## src/rtl/pt_check.sv

```systemverilog
// pt_check: scans the length-prefixed plaintext in pt_mem and reports whether every message byte is printable.
// Optional macro PT_CHECK_ERRADDR_EN adds bad_addr, the address of the first failing byte (0 on a pass).
module pt_check #(
  parameter logic [7:0] LO_CHAR = 8'h20,
  parameter logic [7:0] HI_CHAR = 8'h7E
) (
  input  logic       clk,
  input  logic       rst_n,
  input  logic       enable,
  output logic       rdy,
  output logic       valid,
  output logic [7:0] pt_addr,
  input  logic [7:0] pt_rddata
`ifdef PT_CHECK_ERRADDR_EN
  ,
  output logic [7:0] bad_addr
`endif
);

  typedef enum logic [1:0] {S_IDLE, S_LEN, S_SCAN, S_DONE} state_t;

  state_t     r_state;
  state_t     w_state_next;
  logic [7:0] r_len;
  logic [7:0] r_idx;
  logic       r_valid;
  logic       w_byte_ok;
  logic       w_last;

  // r_idx is the address whose data is arriving on pt_rddata this cycle
  assign w_byte_ok = (pt_rddata >= LO_CHAR) && (pt_rddata <= HI_CHAR);
  assign w_last    = (r_idx == r_len);
  assign valid     = r_valid;

  always_ff @(posedge clk or negedge rst_n) begin
    if (!rst_n) begin
      r_state <= S_IDLE;
    end else begin
      r_state <= w_state_next;
    end
  end

  always_comb begin
    w_state_next = r_state;
    case (r_state)
      S_IDLE, S_DONE: w_state_next = enable ? S_LEN : S_IDLE;
      S_LEN:          w_state_next = (pt_rddata == 8'd0) ? S_DONE : S_SCAN;
      S_SCAN: begin
        if (!w_byte_ok || w_last) begin
          w_state_next = S_DONE;
        end
      end
      default:        w_state_next = S_IDLE;
    endcase
  end

  // The next address is chosen combinationally so a failing or final byte never triggers a further read
  always_comb begin
    rdy     = 1'b0;
    pt_addr = 8'd0;
    case (r_state)
      S_IDLE, S_DONE: rdy = 1'b1;
      S_LEN:          pt_addr = (pt_rddata != 8'd0) ? 8'd1 : 8'd0;
      S_SCAN:         pt_addr = (w_byte_ok && !w_last) ? r_idx + 8'd1 : r_idx;
      default:        pt_addr = 8'd0;
    endcase
  end

  always_ff @(posedge clk or negedge rst_n) begin
    if (!rst_n) begin
      r_len   <= 8'd0;
      r_idx   <= 8'd0;
      r_valid <= 1'b0;
    end else begin
      case (r_state)
        S_IDLE, S_DONE: begin
          if (enable) begin
            r_valid <= 1'b0;
          end
        end
        S_LEN: begin
          r_len <= pt_rddata;
          r_idx <= 8'd1;
          if (pt_rddata == 8'd0) begin
            r_valid <= 1'b1;
          end
        end
        S_SCAN: begin
          r_idx <= pt_addr;
          if (w_byte_ok && w_last) begin
            r_valid <= 1'b1;
          end
        end
        default: begin
          r_valid <= 1'b0;
        end
      endcase
    end
  end

`ifdef PT_CHECK_ERRADDR_EN
  logic [7:0] r_bad_addr;

  always_ff @(posedge clk or negedge rst_n) begin
    if (!rst_n) begin
      r_bad_addr <= 8'd0;
    end else if ((r_state == S_IDLE || r_state == S_DONE) && enable) begin
      r_bad_addr <= 8'd0;
    end else if (r_state == S_SCAN && !w_byte_ok) begin
      r_bad_addr <= r_idx;
    end
  end

  assign bad_addr = r_bad_addr;
`endif

endmodule

```

## config.mk

```make
export PLATFORM = sky130hd
export DESIGN_NAME = pt_check
export DESIGN_NICKNAME = d
export VERILOG_FILES = /design/src/rtl/pt_check.sv
export SDC_FILE = /design/constraint.sdc
export NUM_CORES = 1
export LEC_CHECK = 0
export ABC_CLOCK_PERIOD_IN_PS = 2200
export CORE_MARGIN = 2
export CORE_UTILIZATION = 45
export DETAILED_ROUTE_END_ITERATION = 16
export PLACE_DENSITY = 0.71
export SYNTH_ARGS = -nofsm -noshare
export SYNTH_HDL_FRONTEND = slang
export SYNTH_SLANG_ARGS = --single-unit
```

## constraint.sdc

```tcl
create_clock -name clk -period 2.2 [get_ports clk]
set_input_delay 0.22 -clock clk [delete_from_list [all_inputs] [get_ports clk]]
set_output_delay 0.22 -clock clk [all_outputs]
set_load 0.005 [all_outputs]
```

* Word level (Yosys, flattened, before mapping) *
Index checks and enable logic that the tools add are counted.

cells by class
  $add $sub $neg = 1
  multiply operators = 0
  div/mod/pow operators = 0
  magnitude comparators = 2
  equal/unequal tests = 8
  shifts and indexed selects = 0
  mux-type cells = 13
  bitwise logic cells = 0
  reductions and logical operators = 12

operator list
  kind                   count
  $pmux W8 S2            2
  $add A8 B1 Y8 const B  1
  $eq A8 B8 Y1           1
  $ge A8 B6 Y1 const B   1
  $le A8 B7 Y1 const B   1
  $logic_not A8 Y1       1
  $mux W8                1
  $ne A2 B2 Y1 const B   4
  $reduce_bool A8 Y1     1
  $mux W1                7
  $pmux W2 S3            1
  $eq A2 B2 Y1 const B   2
  $logic_and A1 B1 Y1    3
  $pmux W1 S3            1
  $reduce_and A3 Y1      1
  $eq A2 B1 Y1 const B   1
  $logic_not A1 Y1       2
  $logic_not A2 Y1       1
  $mux W2                1
  $reduce_bool A2 Y1     1
  $reduce_or A2 Y1       1
  $logic_or A1 B1 Y1     1

storage, ports and cells
  register bits = 19
  latch bits = 0
  bits in writable memories = 0
  memory bits (read-only) = 0
  logic and storage cells = 40
  memories = 0

* Logic depth before layout (Yosys ltp) *
  word-level depth = 6
  mapped depth = 7
  gate-level depth less buffers = 6

* Worst setup path after synthesis *
Ideal clock, no wire load.

  path type = register to output
  start point = register r_state[0]
  end point = output port pt_addr[4]
  data arrival time = 1.591 ns
  data required time = 1.980 ns
  path slack = 0.389 ns
  stages on the path, launching flop included = 7
  path through = dfrtp_1 inv_1 ha_1 nand2b_1 clkbuf_1 nor4b_1 a21o_1

between the ends
  word-level cells in the longest chain between the ends = 2
  elaborated cells on any way between the ends = 3
  classes of those cells = eq/ne (2); mux (1)

ends and longest elaborated chain
  what                                                 RTL line  source
  start, declared                                      22        state_t r_state;
  start signal, assigned                               39        r_state <= w_state_next;
  $eq A2 B2 Y1 / $eq A2 B1 Y1 (equally long branches)  61        case (r_state)
  $pmux W8 S2 (*)                                      61
  end, declared                                        12        output logic [7:0] pt_addr,

Mark *: on every way between the ends. The rest lies on a longest branch, timed or not.

* Worst setup path after layout *
  start point = register r_idx[4]
  end point = output port pt_addr[5]

between the ends
  word-level cells in the longest chain between the ends = 5
  elaborated cells on any way between the ends = 6
  classes of those cells = add/sub (1); eq/ne (1); mux (2); reduce/logical (2)

ends and longest elaborated chain
  what                                                   RTL line  source
  start, declared                                        25        logic [7:0] r_idx;
  start signal, assigned                                 89        r_idx <= pt_addr;
  branches (longest 3 deep; another with $add A8 B1 Y8)  n/a
  $mux W8 (*)                                            64        S_SCAN: pt_addr = (w_byte_ok && !w_last) ? r_idx + 8'd1 : r_idx;
  $pmux W8 S2 (*)                                        61

Every way passes the cells marked *.

==> results.toml <==
[status]
outcome = "complete, but fails checks"
failed_checks = "setup timing"

[sta]
slew_headroom_pct = 68.1
rsz0062_at_grt = "yes"
tightestPinTransition_ps = 479
max_freq_ghz = 0.431
finalCriticalPeriod_ps = 2320
finalSetupViolations = 6
fin_ws_ps = -120
tns_ps = -525
drv_slew = 0
hold_violations = 0
fin_worst_skew_ps = 1.37
fin_crit_sh_pct = 105

[floorplanning]
die_h_um = 57.2
die_x_um = 57.2
core_region_area_mm2 = 0.00273
dieArea_mm2 = 0.00327
io_pins = 21
num_rows = 19
initial_core_util_pct = 46.6

[synthesis]
synth-async-reset-ratio_pct = 100
synth_edf_count = 0
yosysUniqueCellTypes = 40
synth-main-ff-cell = "dfrtp_1"
seq_area_frac_synth_pct = 37.3
yosysMostFrequentCell = "dfrtp_1"
netlist_instances = 136
syn_area_mm2 = 0.00127
yosysTopAreaCell = "dfrtp_1"
ys_ff_latch = 19
yosysTopAreaCellShare_pct = 37.3
synth_nets = 150
synth_area_leaders = "dfrtp_1, mux2_2, xor2_1, nand2_1, mux2i_1"
synth_area_per_cell_um2 = 9.37
yosys_warnings = 0
synth_commonest_cells = "dfrtp_1, nand2_1, mux2_2, xor2_1"

[placed_design]
placed_cell_area_mm2 = 0.00171
numPortBuffers = 20
hpwl_um = 2460
gp_congestion = 0.752
dp_cells = 211

[clocking]
cts.clk_slew.worst_paths_ps = 120
cts_hold_buf = 0
clockBufferDepth = 2
cts_buffers = 3
htreeDepth = 1
clk_latency_ps = 300
cts_tree = "done"
root_buffer = "clkbuf_4"
cts.sinks = 19

[grt]
antenna_found_initial = 0
met1_usage_pct = 28.1
grt_pass1_vias = 1367
grt_max_degree = 20
gr-max-usage-layer = "met2"
grt_pass1_wl_um = 6000
grt_use_met3_pct = 2.49
overflow = 0
track_usage_pct = 23.7
met2_usage_pct = 43.7

[power]
p_seq_share_pct = 27.9
power.density_mw_per_mm2 = 1160
p_leak_nw = 0.895
clkPwrFrac_pct = 8.4
ir_worst_vdd_uv = 1210
internal-power_mw = 1.32
p_switching_mw = 0.939
switching_share_pct = 41.7
comb_power_share_pct = 63.8

[cells_and_area]
postLayoutCellArea_mm2 = 0.00195
antenna_cells = 0
areaGrowthSynthToFinish_pct = 52.9
final_nets = 214
stdcell_count = 230
num-fill-cells = 218
drive_gt1_share_pct = 43.7

[drt]
drt_iter0_markers = 32
drc = 0
first_pass_iters = 4
wl_um = 3620
routed_via_density = 5.51
detail-route-antenna-nets = 0
num_vias = 1268
wl_per_cell_um = 15.7

[worst_setup_path]
slowest_stage = "dfrtp_2"
cp-start-kind = "register"
worstPathArrival_ps = 2100
cp_slowest_stage_delay_ps = 470
r2r_start = "r_len[6]"
crit_fanout = 6
path_cells = "xor2_2 -> nor4_2 -> buf_4 -> buf_6 -> a21o_4 -> or3_1 -> a21oi_2 -> buf_2"
startpoint = "r_idx[4]"
end_kind = "primary output"
worstSetupPathType = "register to primary output"
reg2reg_depth = 10
cp.required_ps = 1980

[min_path]
hp-class = "input pin to async pin"

[run]
maxCapViolCount = 0
## cell usage in the layout, fill, tap and decap left out, drive strengths merged, types with 2 or more instances in the layout
master	count
dfrtp	19
clkdlybuf4s50	12
nor2	6
mux2	8
nand2b	4
o311ai	3
and2	3
a221o	2
a21o	2
xnor2	2
or3	2
clkbuf	4
o21ai	4
a211oi	3
nand2	15
o211ai	5
inv	6
ha	3
a21oi	5
or4	2
and3	2
buf	55
mux2i	4
xor2	8
nor4	3
or2	2
nand4	2
nand3	4
## final cells by class
type / instances / area, µm² / area share [%]
Clock buffer: 3 / 22.5 / 1.16
Tap cell: 31 / 38.8 / 1.99
Multi-Input combinational cell: 102 / 825 / 42.3
Clock inverter: 1 / 5.00 / 0.257
Inverter: 6 / 22.5 / 1.16
Timing Repair Buffer: 68 / 556 / 28.5
Sequential cell: 19 / 479 / 24.6
## routing by layer
| layer | up-vias | part of all wire, % |
|---|---|---|
| met3 | 11 | 4.8 |
| li1 | 613 | - |
| met1 | 609 | 41 |
| met4 | 0 | 2.3 |
| met2 | 35 | 51 |
| met5 | - | 0 |
## power by group through the flow
stage                     clock network [mW]  logic, mW  registers, mW
after global placement                     0       1.19          0.618
final                                  0.188       1.44          0.628
after detailed placement                   0       1.24          0.624
after global routing                   0.209       1.56          0.651
after floorplan                            0      0.734          0.588
after CTS                              0.194       1.38          0.613
## stage by stage
step                      utilization, %  hold slack (ps)  worst slack (ps)  power [mW]
after floorplan                        -            -75.6               389        1.32
after global placement              62.6              516              -273        1.81
after detailed placement            62.6              521              -350        1.86
after CTS                           68.2              247              -181        2.19
after global routing                71.3              263              -212        2.42
final                               71.3              243              -120        2.25
## flip-flops by register name, summed over array words and instances, names as in the netlist
signal and flops:
r_idx 8, r_len 8, r_state 2, valid 1
## kinds of logic after synthesis
family	Yosys count	synth area share, %
adders and majority gates	3	2.95
DFF	19	37.3
xor gates and xnor gates	10	6.88
buffers and inverters	15	5.60
muxes	12	10.2
and+or+nand+nor	48	20.6
AOI/OAI and AO/OA	29	16.4
## worst max-delay path: cells and delay by family, from the launching register on
family	cells	cell delay, ps
compound gates	2	340
buf+inv	3	370
xor+xnor	1	170
simple gates	2	450
flops	1	470
## worst paths after layout
check                                  end  slack, ps
min in group clk                  r_len[7]        540
max in group asynchronous         r_idx[4]       1730
worst max-delay path            pt_addr[5]       -120
worst min register to register    r_len[7]        540
worst min-delay path              r_idx[0]        240
worst max register to register  r_state[0]         80
## repair_timing
item,4_1_cts,5_1_grt
cloned,0,0
pin swaps,17,17
endpoints found under the hold margin,0,0
buffers inserted,13,5
gates resized for setup,45,13
endpoints found under the setup margin,8,10
(Power assumes the default switching activity.)
